[config.mk]
export PLATFORM = sky130hd
export DESIGN_NAME = game_clock_bcd
export DESIGN_NICKNAME = d
export VERILOG_FILES = /design/src/rtl/game_defs_pkg.sv /design/src/rtl/bcd_digit_counter.sv /design/src/rtl/game_clock_bcd.sv
export SDC_FILE = /design/constraint.sdc
export NUM_CORES = 1
export LEC_CHECK = 0
export ABC_AREA = 1
export CORE_ASPECT_RATIO = 1.4
export CORE_MARGIN = 2
export CORE_UTILIZATION = 55
export CTS_BUF_LIST = sky130_fd_sc_hd__clkbuf_4
export CTS_CLUSTER_DIAMETER = 150
export CTS_CLUSTER_SIZE = 28
export DETAILED_ROUTE_END_ITERATION = 16
export GPL_TIMING_DRIVEN = 0
export PLACE_DENSITY_LB_ADDON = 0.05
export SLEW_MARGIN = 40
export SYNTH_ARGS = -nofsm -noshare
export SYNTH_HDL_FRONTEND = slang
export SYNTH_SLANG_ARGS = --single-unit
export TNS_END_PERCENT = 100
[constraint.sdc]
create_clock -name clk -period 3.3 [get_ports clk]
set_input_delay 0.99 -clock clk [delete_from_list [all_inputs] [get_ports clk]]
set_output_delay 0.99 -clock clk [all_outputs]
set_load 0.05 [all_outputs]
[src/rtl/game_defs_pkg.sv]
// Shared definitions for the game elapsed-time clock: FSM encoding and BCD digit limits.
// Pure declarations; no timing or flow-control behaviour of its own.
package game_defs_pkg;
  localparam int DIGIT_W = 4;
  localparam logic [DIGIT_W-1:0] SEC_TENS_MAX = 4'd5;
  localparam logic [DIGIT_W-1:0] DEC_MAX      = 4'd9;

  typedef enum logic [1:0] {
    ST_IDLE  = 2'd0,
    ST_RUN   = 2'd1,
    ST_PAUSE = 2'd2,
    ST_HALT  = 2'd3
  } game_state_e;
endpackage

[src/rtl/bcd_digit_counter.sv]
// One BCD digit wrapping at MAX; carry is combinational (en while at MAX) to enable the next digit.
// Updates on the clock after en; clr dominates en; no backpressure.
module bcd_digit_counter
  import game_defs_pkg::*;
#(
  parameter logic [DIGIT_W-1:0] MAX = 4'd9
) (
  input  logic               clk,
  input  logic               rst_n,
  input  logic               en,
  input  logic               clr,
  output logic [DIGIT_W-1:0] q,
  output logic               carry
);
  logic [DIGIT_W-1:0] q_q, q_d;

  always_comb begin
    q_d = q_q;
    if (clr) begin
      q_d = '0;
    end else if (en) begin
      q_d = (q_q == MAX) ? '0 : q_q + 4'd1;
    end
  end

  always_ff @(posedge clk) begin
    if (!rst_n) begin
      q_q <= '0;
    end else begin
      q_q <= q_d;
    end
  end

  assign q     = q_q;
  assign carry = en && (q_q == MAX);
endmodule

[src/rtl/game_clock_bcd.sv]
// BCD mm:ss play-time clock counting rising edges of slow_clk; all outputs registered, 1 clk latency.
// Optional GAME_TIMEOUT_EN adds a seconds total that raises a sticky time_up and halts at TIME_LIMIT_S.
module game_clock_bcd
  import game_defs_pkg::*;
#(
  parameter int MAX_MIN      = 99,
  parameter int TIME_LIMIT_S = 120
) (
  input  logic       clk,
  input  logic       rst_n,
  input  logic       slow_clk,
  input  logic       start,
  input  logic       pause,
  input  logic       clear,
  input  logic       game_over_in,
  output logic [3:0] sec_ones,
  output logic [3:0] sec_tens,
  output logic [3:0] min_ones,
  output logic [3:0] min_tens,
  output logic       colon_on,
  output logic       running,
  output logic       tick_1s,
  output logic       time_up
);
  localparam logic [DIGIT_W-1:0] MAX_MT = DIGIT_W'(MAX_MIN / 10);
  localparam logic [DIGIT_W-1:0] MAX_MO = DIGIT_W'(MAX_MIN % 10);

  game_state_e state_q, state_d;
  logic slow_prev_q, tick_q, colon_q, running_q;
  logic slow_rise, at_max, count_en, sat_hit, limit_hit;
  logic c_so, c_st, c_mo, mt_carry_unused;

  assign slow_rise = slow_clk & ~slow_prev_q;
  assign at_max    = (min_tens == MAX_MT) && (min_ones == MAX_MO) &&
                     (sec_tens == SEC_TENS_MAX) && (sec_ones == DEC_MAX);
  // Counting decision uses the current state, so a tick coinciding with pause/game_over still lands.
  assign count_en  = (state_q == ST_RUN) && slow_rise && !clear && !at_max;
  assign sat_hit   = (state_q == ST_RUN) && slow_rise && !clear && at_max;

`ifdef GAME_TIMEOUT_EN
  localparam logic [6:0] LIMIT = 7'(TIME_LIMIT_S);
  logic [6:0] total_q, total_d;
  logic       time_up_q, time_up_d;

  assign limit_hit = count_en && (total_q + 7'd1 == LIMIT);

  always_comb begin
    total_d   = total_q;
    time_up_d = time_up_q;
    if (clear) begin
      total_d   = '0;
      time_up_d = 1'b0;
    end else if (count_en && (total_q != LIMIT)) begin
      total_d = total_q + 7'd1;
      if (limit_hit) time_up_d = 1'b1;
    end
  end

  always_ff @(posedge clk) begin
    if (!rst_n) begin
      total_q   <= '0;
      time_up_q <= 1'b0;
    end else begin
      total_q   <= total_d;
      time_up_q <= time_up_d;
    end
  end

  assign time_up = time_up_q;
`else
  // The limit only matters in the timeout build.
  localparam int TIME_LIMIT_UNUSED = TIME_LIMIT_S;
  assign limit_hit = 1'b0;
  assign time_up   = 1'b0;
`endif

  always_comb begin
    state_d = state_q;
    if (clear) begin
      state_d = ST_IDLE;
    end else begin
      case (state_q)
        ST_IDLE:  if (start && !pause) state_d = ST_RUN;
        ST_RUN: begin
          if (game_over_in || sat_hit || limit_hit) state_d = ST_HALT;
          else if (pause)                           state_d = ST_PAUSE;
        end
        ST_PAUSE: begin
          if (game_over_in)         state_d = ST_HALT;
          else if (start && !pause) state_d = ST_RUN;
        end
        default:  state_d = state_q;
      endcase
    end
  end

  always_ff @(posedge clk) begin
    if (!rst_n) begin
      state_q     <= ST_IDLE;
      slow_prev_q <= 1'b0;
      tick_q      <= 1'b0;
      colon_q     <= 1'b1;
      running_q   <= 1'b0;
    end else begin
      state_q     <= state_d;
      slow_prev_q <= slow_clk;
      tick_q      <= count_en;
      colon_q     <= (state_d == ST_RUN) ? slow_clk : 1'b1;
      running_q   <= (state_d == ST_RUN);
    end
  end

  assign tick_1s  = tick_q;
  assign colon_on = colon_q;
  assign running  = running_q;

  bcd_digit_counter #(.MAX(DEC_MAX)) u_sec_ones (
    .clk(clk), .rst_n(rst_n), .en(count_en), .clr(clear), .q(sec_ones), .carry(c_so)
  );
  bcd_digit_counter #(.MAX(SEC_TENS_MAX)) u_sec_tens (
    .clk(clk), .rst_n(rst_n), .en(c_so), .clr(clear), .q(sec_tens), .carry(c_st)
  );
  bcd_digit_counter #(.MAX(DEC_MAX)) u_min_ones (
    .clk(clk), .rst_n(rst_n), .en(c_st), .clr(clear), .q(min_ones), .carry(c_mo)
  );
  bcd_digit_counter #(.MAX(DEC_MAX)) u_min_tens (
    .clk(clk), .rst_n(rst_n), .en(c_mo), .clr(clear), .q(min_tens), .carry(mt_carry_unused)
  );
endmodule

# Yosys cells after proc, flatten, opt, wreduce, memory -nomap -nowiden
# Index checks and enable logic that the tools add are counted.
[op_classes]
n_eq_ne = 7
n_addsub = 4
n_reduce_logical = 18
mux = 10
bitwise = 3
[ops]
columns = ["operator", "n"]
rows = [
  ["$add 4x1->4 const B", 4],
  ["$mux 4", 4],
  ["$eq 4x4->1 const B", 3],
  ["$logic_and 1x1->1", 11],
  ["$mux 2", 5],
  ["$pmux 2 s3", 1],
  ["$eq 2x1->1 const B", 2],
  ["$eq 4x3->1 const B", 1],
  ["$logic_not 1->1", 3],
  ["$eq 2x2->1 const B", 1],
  ["$logic_not 2->1", 1],
  ["$not 1->1", 2],
  ["$reduce_and 2->1", 1],
  ["$reduce_or 2->1", 1],
  ["$and 1x1->1", 1],
  ["$logic_or 1x1->1", 1],
]
[totals]
regBits = 22
input_bits = 7

# Depth between registers and ports, before layout
[logic_depth]
word_depth = 11
depth_mapped = 11
mapped_depth_nobuf = 11

# By module
# From an unflattened synthesis, not the netlist that was laid out.
[unflattened]
hier_cells = 174
hier_area_um2 = 1143.6
[by_module_without_submodules]
columns = ["mod", "seq_area_each_um2", "area_per_inst_um2", "cells_per_inst", "n_inst"]
rows = [
  ["bcd_digit_counter (u_min_ones ...)", 80.1, 192.7, 29, 3],
  ["game_clock_bcd", 120.1, 372.9, 60, 1],
  ["bcd_digit_counter (u_sec_tens)", 80.1, 192.7, 27, 1],
]

# Least setup slack after synthesis
# OpenSTA, ideal clock, no wires.
[synth_path]
path_type = "input port to flip-flop"
start = "input clear"
end = "register u_min_tens.q_q[2], in the netlist u_min_tens.q[2]"
setup_ns = 0.121
slack_ns = 1.449
t_arrival_ns = 1.729
cell_stages = 7
path_cell_list = "inv_1 nand2_1 nor2_4 nand4_4 nor2_2 nand2_1 nor3b_2"
[synth_between]
elab_chain_len = 6
word_cells_on_any_way = 7
[synth_lines]
columns = ["item", "line", "source"]
rows = [
  ["from (decl)", "game_clock_bcd.sv:14", "input logic clear,"],
  ["$logic_not 1->1", "game_clock_bcd.sv:37", "assign count_en = (state_q == ST_RUN) && slow_rise && !clear && !at_max;"],
  ["$logic_and 1x1->1 (2 in series)", "game_clock_bcd.sv:37", ""],
  ["$logic_and 1x1->1 (3 in series)", "bcd_digit_counter.sv:35", "assign carry = en && (q_q == MAX);"],
  ["to (signal assigned)", "bcd_digit_counter.sv:30", "q_q <= q_d;"],
  ["to (decl)", "bcd_digit_counter.sv:15", "logic [DIGIT_W-1:0] q_q, q_d;"],
]
# Several ways; a longest one is shown, not always the timed one.
# A chain may end at the register's enable or synchronous reset.

# Worst setup path after layout
[layout_path]
start = "register u_sec_tens.q_q[1], in the netlist u_sec_tens.q[1]"
end = "output sec_tens[1]"
[layout_lines]
columns = ["item", "line", "source"]
rows = [
  ["from (decl)", "bcd_digit_counter.sv:15", ""],
  ["from (signal assigned)", "bcd_digit_counter.sv:30", ""],
  ["to (decl)", "game_clock_bcd.sv:17", "output logic [3:0] sec_tens,"],
]
# No word-level cell between the ends.

==> impl_metrics.py <==
metrics = {
    "setup_path": {
        "critPathLaunchType": "register",
        "critPathBufInv": 1,
        "crit_path_cell_trace": "clkdlybuf4s50_1",
        "worstPathArrival_ns": 1.64,
        "worst_setup_path_end_kind": "primary output",
        "worst_path_max_delay_cell": "clkdlybuf4s50_1",
        "crit_fanout": 5,
        "required_ns": 2.31,
        "worstSetupPathType": "reg -> out",
        "slowest_delay_ns": 0.85,
        "critical-path-top-delay-family": "buffers and inverters",
    },
    "cts": {
        "post_cts_buffers": 0,
        "clk_pin_slew_ns": 0.12,
        "root_buffer": "clkbuf_4",
        "clock_latency_ns": 0.31,
        "cts_buffers": 3,
        "cts_buffer_depth": 2,
        "clock_sinks": 22,
        "ctsHtreeMaxLevel": 1,
        "cts_tree": "done",
        "ctsHoldBuffers": 0,
        "ctsResizeCount": 0,
    },
    "synthesis": {
        "synth_cell_types": 28,
        "synthFlopType": "dfxtp_1",
        "syn_area_um2": 1150,
        "synth-edff-count": 0,
        "synth_fp_nets": 169,
        "ys_ff_latch": 22,
        "syn_inst": 162,
        "yosysWarnings": 0,
        "async_reset_ff_frac": 0,
        "syn_avg_cell_area_um2": 7.11,
        "yosysSeqAreaShare": 0.382,
    },
    "grt": {
        "antenna_found_initial": 0,
        "overflow": 0,
        "grt_usage": 0.222,
        "grt_max_degree": 12,
        "grt_pass1_wl_um": 4190,
        "grt_pass1_vias": 1054,
    },
    "timing": {
        "slew_violations": 0,
        "fmax_ghz": 0.381,
        "fin_crit_ns": 2.63,
        "postLayoutSetupSlackWorst_ns": 0.674,
        "fin_tns_setup_ns": 0,
        "finalSetupViolations": 0,
        "finClkSkew_ns": 0.00385,
        "final.period_utilization": 0.796,
        "whs_ns": 0.511,
        "hold_viol": 0,
        "rsz0062_at_grt": "no",
    },
    "finish": {
        "mostFrequentLayoutCell": "clkdlybuf4s50_1",
        "fillers": 180,
        "diodes": 0,
        "post-route-util": 0.736,
        "final_cell_mix": "clkdlybuf4s50_1, nand2_1, inv_1, dfxtp_1, nor2_1",
        "multi_input_area_um2": 576,
        "area_growth_pct": 25.9,
        "drive_gt1_frac": 0.168,
        "seq_area_um2": 440,
        "final_net_count": 199,
    },
    "floorplanning": {
        "io_pins": 27,
        "die_x_um": 42.7,
        "dieArea_um2": 2480,
        "coreArea_um2": 1970,
        "num_rows": 19,
        "dieHeight_um": 58.2,
        "start_util": 0.584,
    },
    "min_path": {
        "hp-class": "reg -> reg",
    },
    "drt": {
        "drt-vias-per-instance": 5.24,
        "firstDrtPassIters": 4,
        "drtIter0Drc": 13,
        "wl_per_cell_um": 12.1,
        "ant_nets": 0,
        "wirelength_um": 2550,
        "drc": 0,
        "vias": 1105,
    },
    "placed_design": {
        "gp_congestion": 0.761,
        "io_buffer_count": 25,
        "post-dp-hpwl_um": 1920,
        "post-place-ws_ns": 0.789,
    },
    "power": {
        "leakage_nw": 0.589,
        "power_density_nw_per_um2": 294,
        "worst_ir_drop_vdd_mv": 0.257,
    },
    "job": {
        "maxCapViolations": 0,
    },
    "run_status": {
        "status": "complete, no violations",
    },
}
[through the flow]
step                      instances  instance area (um^2)  total power, mW
after floorplan                 162                  1150            0.295
after global placement          208                  1430            0.308
after detailed placement        208                  1430            0.309
after CTS                       211                  1450            0.426
after global routing            211                  1450            0.441
final                           211                  1450            0.426
[final timing paths]
check | start | depth (start not counted) | to | slack, ns
max reg2reg | u_sec_tens.q[2] | 10 | u_sec_tens.q[3] | 1.73
min | u_sec_ones.q[2] | 2 | u_sec_ones.q[2] | 0.51
max | u_sec_tens.q[1] | 1 | sec_tens[1] | 0.67
min reg2reg | u_sec_ones.q[2] | 2 | u_sec_ones.q[2] | 0.51
[power by group]
group,internal (mW),switching [mW],total [mW]
Sequential,0.268,0.000798,0.268
Combinational,0.0135,0.0211,0.0346
Clock,0.0427,0.0806,0.123
[synthesized netlist by cell type, types with 2 or more instances]
master | n | area (um^2)
nor2_4 | 4 | 45.0
nand4_1 | 7 | 43.8
nor2_1 | 19 | 71.3
o21ai_1 | 8 | 40.0
a21oi_1 | 13 | 65.1
nand2_4 | 2 | 22.5
inv_1 | 22 | 82.6
inv_2 | 8 | 30.0
dfxtp_1 | 22 | 440
nand3_1 | 9 | 45.0
nand2_1 | 24 | 90.1
nor2_2 | 4 | 25.0
nand2_2 | 4 | 25.0
xor2_1 | 2 | 17.5
[cell type report]
| type | count | area share |
|---|---|---|
| Sequential cell | 22 | 0.303 |
| Tap cell | 21 | 0.0181 |
| Clock buffer | 3 | 0.0155 |
| Multi-Input combinational cell | 106 | 0.397 |
| Timing Repair Buffer | 25 | 0.172 |
| Inverter | 32 | 0.0853 |
| Buffer | 2 | 0.00862 |
[sequential cells by signal, indices dropped and copies added, names as in the netlist]
| register | flops |
|---|---|
| u_sec_tens.q | 4 |
| u_sec_ones.q | 4 |
| slow_prev_q | 1 |
| u_min_tens.q | 4 |
| u_min_ones.q | 4 |
| running | 1 |
| state_q | 2 |
| tick_1s | 1 |
| colon_on | 1 |
[per-layer routing]
layer	vias up	wire length, um	part of all wire	track usage
met4	0	71	0.028	0.138
li1	572	-	-	-
met3	9	94	0.037	0.0405
met1	492	1020	0.40	0.229
met2	32	1360	0.53	0.403
met5	-	0	0	0
[logic make-up after synthesis]
family / after synthesis / share of synthesized area
simple gates: 79 / 0.373
buf+inv: 34 / 0.118
compound gates: 24 / 0.107
flops: 22 / 0.382
xor+xnor: 2 / 0.0152
other cells: 1 / 0.00325
No activity file was read; power rests on OpenSTA's default activity.
